### src/rtl/rd_act_sequencer.sv
// Burst read sequencer: issues len read strobes and delays each issued beat
// through a DELAY-stage stall-aware pipeline to form the activate strobe.
module rd_act_sequencer #(
    parameter int DELAY = 2,
    parameter int LEN_W = 16
) (
    input  logic             clk,
    input  logic             rst_n,
    input  logic             en,
    input  logic             start,
    input  logic [LEN_W-1:0] len,
    input  logic             done,
    output logic             rd,
    output logic             act,
    output logic             busy,
    output logic             finish,
    output logic [LEN_W-1:0] rd_cnt
);

    typedef enum logic [1:0] {
        IDLE  = 2'd0,
        RUN   = 2'd1,
        DRAIN = 2'd2
    } state_t;

    state_t           state, state_next;
    logic [DELAY-1:0] sr, sr_shift, sr_next;
    logic [LEN_W-1:0] len_q, len_next;
    logic [LEN_W-1:0] cnt_next, cnt_inc;
    logic             rd_next, finish_next, issue;

    assign issue   = rd & en;
    assign cnt_inc = rd_cnt + LEN_W'(1);
    assign act     = sr[DELAY-1];

    // NOTE: every signal driven here gets a default before the case so no
    // path leaves it unassigned, which would otherwise infer a latch.
    always_comb begin
        sr_shift    = '0;
        sr_shift[0] = issue;
        for (int i = 1; i < DELAY; i++) begin
            sr_shift[i] = sr[i-1];
        end
        sr_next     = en ? sr_shift : sr;

        state_next  = state;
        rd_next     = rd;
        finish_next = 1'b0;
        cnt_next    = rd_cnt;
        len_next    = len_q;

        case (state)
            IDLE: begin
                if (start) begin
                    cnt_next = '0;
                    if (len != '0) begin
                        len_next   = len;
                        rd_next    = 1'b1;
                        state_next = RUN;
                    end else begin
                        finish_next = 1'b1;
                    end
                end
            end
            RUN: begin
                if (issue) begin
                    cnt_next = cnt_inc;
                end
                // An issue coinciding with done still counts; only further issues stop.
                if ((issue && cnt_inc == len_q) || done) begin
                    rd_next    = 1'b0;
                    state_next = DRAIN;
                end
            end
            DRAIN: begin
                // Complete once the pipeline will be empty after this edge, so
                // finish lands in the cycle right after the last act.
                if (sr_next == '0) begin
                    finish_next = 1'b1;
                    state_next  = IDLE;
                end
            end
            default: state_next = IDLE;
        endcase
    end

    // NOTE: sequential state uses non-blocking assignments so every register
    // samples the pre-edge values regardless of statement order.
    always_ff @(posedge clk or negedge rst_n) begin
        if (!rst_n) begin
            state  <= IDLE;
            sr     <= '0;
            len_q  <= '0;
            rd     <= 1'b0;
            finish <= 1'b0;
            busy   <= 1'b0;
            rd_cnt <= '0;
        end else begin
            state  <= state_next;
            sr     <= sr_next;
            len_q  <= len_next;
            rd     <= rd_next;
            finish <= finish_next;
            busy   <= (state_next != IDLE);
            rd_cnt <= cnt_next;
        end
    end

endmodule

### config.mk
export PLATFORM = sky130hd
export DESIGN_NAME = rd_act_sequencer
export DESIGN_NICKNAME = d
export VERILOG_FILES = /design/src/rtl/rd_act_sequencer.sv
export SDC_FILE = /design/constraint.sdc
export NUM_CORES = 1
export LEC_CHECK = 0
export ABC_AREA = 1
export BUFFER_PORTS_ARGS = -buffer_cell sky130_fd_sc_hd__buf_2
export CORE_UTILIZATION = 50
export DETAILED_ROUTE_END_ITERATION = 16
export PLACE_DENSITY = 0.76
export SLEW_MARGIN = 20
export SYNTH_ARGS = -nofsm -noshare
export SYNTH_HDL_FRONTEND = slang
export SYNTH_SLANG_ARGS = --single-unit
### constraint.sdc
create_clock -name clk -period 1.7 [get_ports clk]
set_clock_uncertainty 0.2 [all_clocks]
set_input_delay 0.085 -clock clk [delete_from_list [all_inputs] [get_ports clk]]
set_output_delay 0.085 -clock clk [all_outputs]
set_load 0.01 [all_outputs]
# == Word-level counts from Yosys, hierarchy flattened ==
# Index checks and enable logic that the tools add are counted.
# op_classes
n_addsub,1
n_reduce_logical,10
muxes,17
bitwise_logic,1
n_eq_ne,7
# ops
op,n
16-bit two-way mux,2
16-bit one-hot mux with 2 select lines,1
16-bit by 1-bit adder with 16-bit output (second input constant),1
16-bit equality test,1
16-bit nonzero test,1
2-bit two-way mux,5
2-bit inequality test (second input constant),4
1-bit two-way mux,6
2-bit one-hot mux with 3 select lines,1
3-bit AND reduction,2
2-bit logical NOT,2
1-bit one-hot mux with 2 select lines,2
4-bit AND reduction,1
2-bit nonzero test,2
2-bit by 1-bit equality test with 1-bit output (second input constant),1
2-bit equality test (second input constant),1
1-bit bitwise AND,1
1-bit logical AND,1
1-bit logical OR,1
# word_totals
elab_cells,43
reg_bits,39
input_bits,21
out_inout_bits,20

# == Longest topological paths before layout ==
# depth
word_depth,7
depth_mapped,14

# == Worst setup path before layout ==
# Ideal clock, no wire load.
# synth_timing
path_type,register to register
from,reg rd_cnt[1]
to,reg busy
setup_ps,133
t_arrival_ps,1594
synth_period_minus_slack_ps,1926
path_buffers,0
slack_ps,-226
path_stages_with_launch,13
path_cell_list,dfrtp_1 ha_1 nand3_1 nor2_1 nand3_1 nand2_1 nand3_1 nand2_1 nand2_1 nor2_1 nand3_2 nand3_1 nand4_1
# synth_via
elab_chain_len,7
# synth_rtl
element,line,text
start: declaration,17,output logic [LEN_W-1:0] rd_cnt
start signal: assignment,105,rd_cnt <= cnt_next;
16-bit by 1-bit adder with 16-bit output,33,assign cnt_inc = rd_cnt + LEN_W'(1);
16-bit equality test,70,if ((issue && cnt_inc == len_q) || done) begin
1-bit logical AND,70,
1-bit logical OR,70,
2-bit two-way mux,70,
2-bit one-hot mux with 3 select lines,52,case (state)
2-bit nonzero test,104,busy <= (state_next != IDLE);
end signal: assignment,104,
end: declaration,15,"output logic busy,"
# No other way between the ends.
# A chain may end at the register's enable or synchronous reset.

# == Worst setup path after layout ==
# layout_timing
from,reg rd_cnt[3]
to,reg busy
# Same word-level chain as after synthesis.

==> impl_metrics.toml <==
[die]
die-area_um2 = 4710
initial_core_util_pct = 53.6
top_level_ports = 41
die_y_um = 68.6
core_um2 = 4140
rows = 23
die_x_um = 68.6

[timing]
min_period_ns = 2.18
report.final.slew_viol_count = 0
rsz0062_at_grt = "yes"
timing.fmax_mhz = 459
whs_ns = 0.0252
worst_pin_slew_ns = 0.613
setup_ws_ns = -0.481
max_slew_margin_pct = 59.2
setup_violations = 6
period_share_pct = 128
hold_viol = 0

[setup_path]
setup.worst_path.end = "busy"
r2r_slack_ns = -0.48
crit_arrival_ns = 2.15
r2r_end = "busy"
r2r-start = "rd_cnt[3]"
end_kind = "register"
cp_data_required_time_ns = 1.67
startpoint_type = "register"
r2r_cells = 14
worst-path-max-fanout = 6
path_class = "reg2reg"
crit_start = "rd_cnt[3]"

[layout]
synthToLayoutAreaGrowth_pct = 52.2
nets = 440
diodes = 0
instances_no_fill = 469
drive_gt1_share_pct = 37.9

[grt]
grt_use_met2_pct = 58.5
gr-total-overflow = 0
track_usage_pct = 34.1
grt_pass1_wl_um = 11500
gr-max-usage-layer = "met2"
grt_max_degree = 27
met1_usage_pct = 42.6
grt_pass1_vias = 2501
grt_use_met3_pct = 6.74
antenna_found_initial = 0

[synth]
synth_seq_area_share_pct = 43.9
synth_cell_types = 26
yosysTopAreaCell = "dfrtp_1"
synthArstFlopShare_pct = 100
synth_commonest_cells = "nand2_1, dfrtp_1, inv_1, nand3_1, nor2_1"
syn_area_per_cell_um2 = 7.71
synth-edff-count = 0
synthTopCellsByArea = "dfrtp_1, nand2_1, nand3_1, inv_1, mux2_2"
synth.most_common_cell = "nand2_1"
syn-num-nets = 310
yosysWarnings = 0
ys_ff_latch = 39
postSynthCellCount = 288
netlist_area_um2 = 2220
yosysTopAreaCellShare_pct = 43.9
yosys_most_used_dff = "dfrtp_1"

[drt]
route.detailed.drc = 0
routedWlPerCell_um = 16.4
ant_nets = 0
drt_iter0_drc = 335
dr_total_vias = 2724
avgViaCountPerCell = 5.81
first_pass_iters = 5
drt_wl_total_um = 7710

[power]
power_density_nw_per_um2 = 1050
p_leak_nw = 1.67
max-vdd-ir-drop_mv = 1.24

[place]
io_buffers = 40
routabilityCongestion = 0.842
dp.cells = 426
post-dp-hpwl_um = 4690
dpl_worst_slack_ns = -0.281

[clocking]
cts.sink_count = 39
cts.clk_slew.worst_paths_ns = 0.08
clockBufferDepth = 2
tritoncts = "yes"
numCtsBuffers = 5
clockRootBuffer = "clkbuf_8"
cts_max_level = 2
clk_latency_ns = 0.30

[run_status]
violations = "negative setup slack"
status = "finished with violations"

[run]
drv_cap = 0

[worst_hold_path]
worstHoldPathType = "in2reg"
layout make-up:
cell class	instances	area [um2]
clock inverter	3	20.0
clock buffer	5	68.8
multi-input combinational	212	1200
timing repair buffer	127	921
inverter	33	124
tap	50	62.6
sequential	39	981
fill	266	763
cell families after synthesis:
family	Yosys count	share of synthesized area (%)
AOI/OAI and AO/OA	35	8.96
buffers and inverters	37	6.59
and+or+nand+nor	165	34.7
adders and majority gates	1	0.563
muxes	8	4.06
xor gates and xnor gates	3	1.18
DFF	39	43.9
worst min path at each step:
| stage | endpoint | cells past startpoint | slack, ns | start |
|---|---|---|---|---|
| 4_1_cts | finish | 3 | 0.01 | start |
| 3_5_place_dp | rd_cnt[3] | 1 | -0.08 | rst_n |
| 6_report | finish | 3 | 0.03 | start |
| 2_1_floorplan | busy | 0 | -0.41 | rst_n |
| 3_3_place_gp | rd_cnt[3] | 1 | -0.08 | rst_n |
| 5_1_grt | finish | 3 | 0.05 | start |
metrics by stage:
stage / cell area, um2 / util [%] / power [mW] / TNS (ns)
floorplan: 2250 / - / 2.21 / -0.557
global placement: 2900 / 69.9 / 2.65 / -0.965
detailed placement: 2900 / 69.9 / 2.69 / -1.33
CTS: 3290 / 79.5 / 3.38 / -1.08
global route: 3380 / 81.6 / 3.71 / -3.12
finish: 3380 / 81.6 / 3.55 / -2.07
power by group:
group | switching [mW] | internal [mW] | total [mW] | leakage (nW)
Sequential | 0.234 | 1.21 | 1.44 | 0.481
Combinational | 0.829 | 0.622 | 1.45 | 1.15
Clock | 0.374 | 0.286 | 0.660 | 0.0402
Total | 1.44 | 2.12 | 3.55 | 1.67
registers in the layout, indices dropped and copies added, names as in the netlist:
register  count
state         2
sr            2
busy          1
rd_cnt       16
len_q        16
finish        1
rd            1
per-layer routing:
| metal | routed length, um | up-vias |
|---|---|---|
| met2 | 3720 | 173 |
| met4 | 210 | 0 |
| met1 | 3210 | 1285 |
| met5 | 0 | - |
| li1 | - | 1229 |
| met3 | 570 | 37 |
cell usage in the layout (no fill, tap or decap), drive strengths merged, types with 10 or more instances in the layout:
cell type,count
buf,108
nand2,78
dfrtp,39
nand3,35
inv,33
nor2,30
dlygate4sd3,19
o21ai,13
nand4,12
a21oi,10
critical path: stages, from the launching register on:
cell,delay [ns]
dfrtp_1,0.42
nand2_2,0.13
nor2_4,0.08
buf_4,0.14
buf_4,0.12
nand2_1,0.12
nand2_1,0.11
nand2_1,0.09
nand2_1,0.06
inv_1,0.07
nand3_1,0.10
nor2_2,0.13
nand3_2,0.12
nand3_2,0.09
nand4_1,0.08
what timing repair did:
| action | 4_1_cts | 5_1_grt |
|---|---|---|
| pin swaps | 6 | 5 |
| buffers inserted | 12 | 4 |
| endpoints found under the hold margin | 47 | 0 |
| hold buffers | 19 | 0 |
| endpoints found under the setup margin | 4 | 23 |
| gates resized for setup | 8 | 15 |
Power figures use the tool's default switching activity.
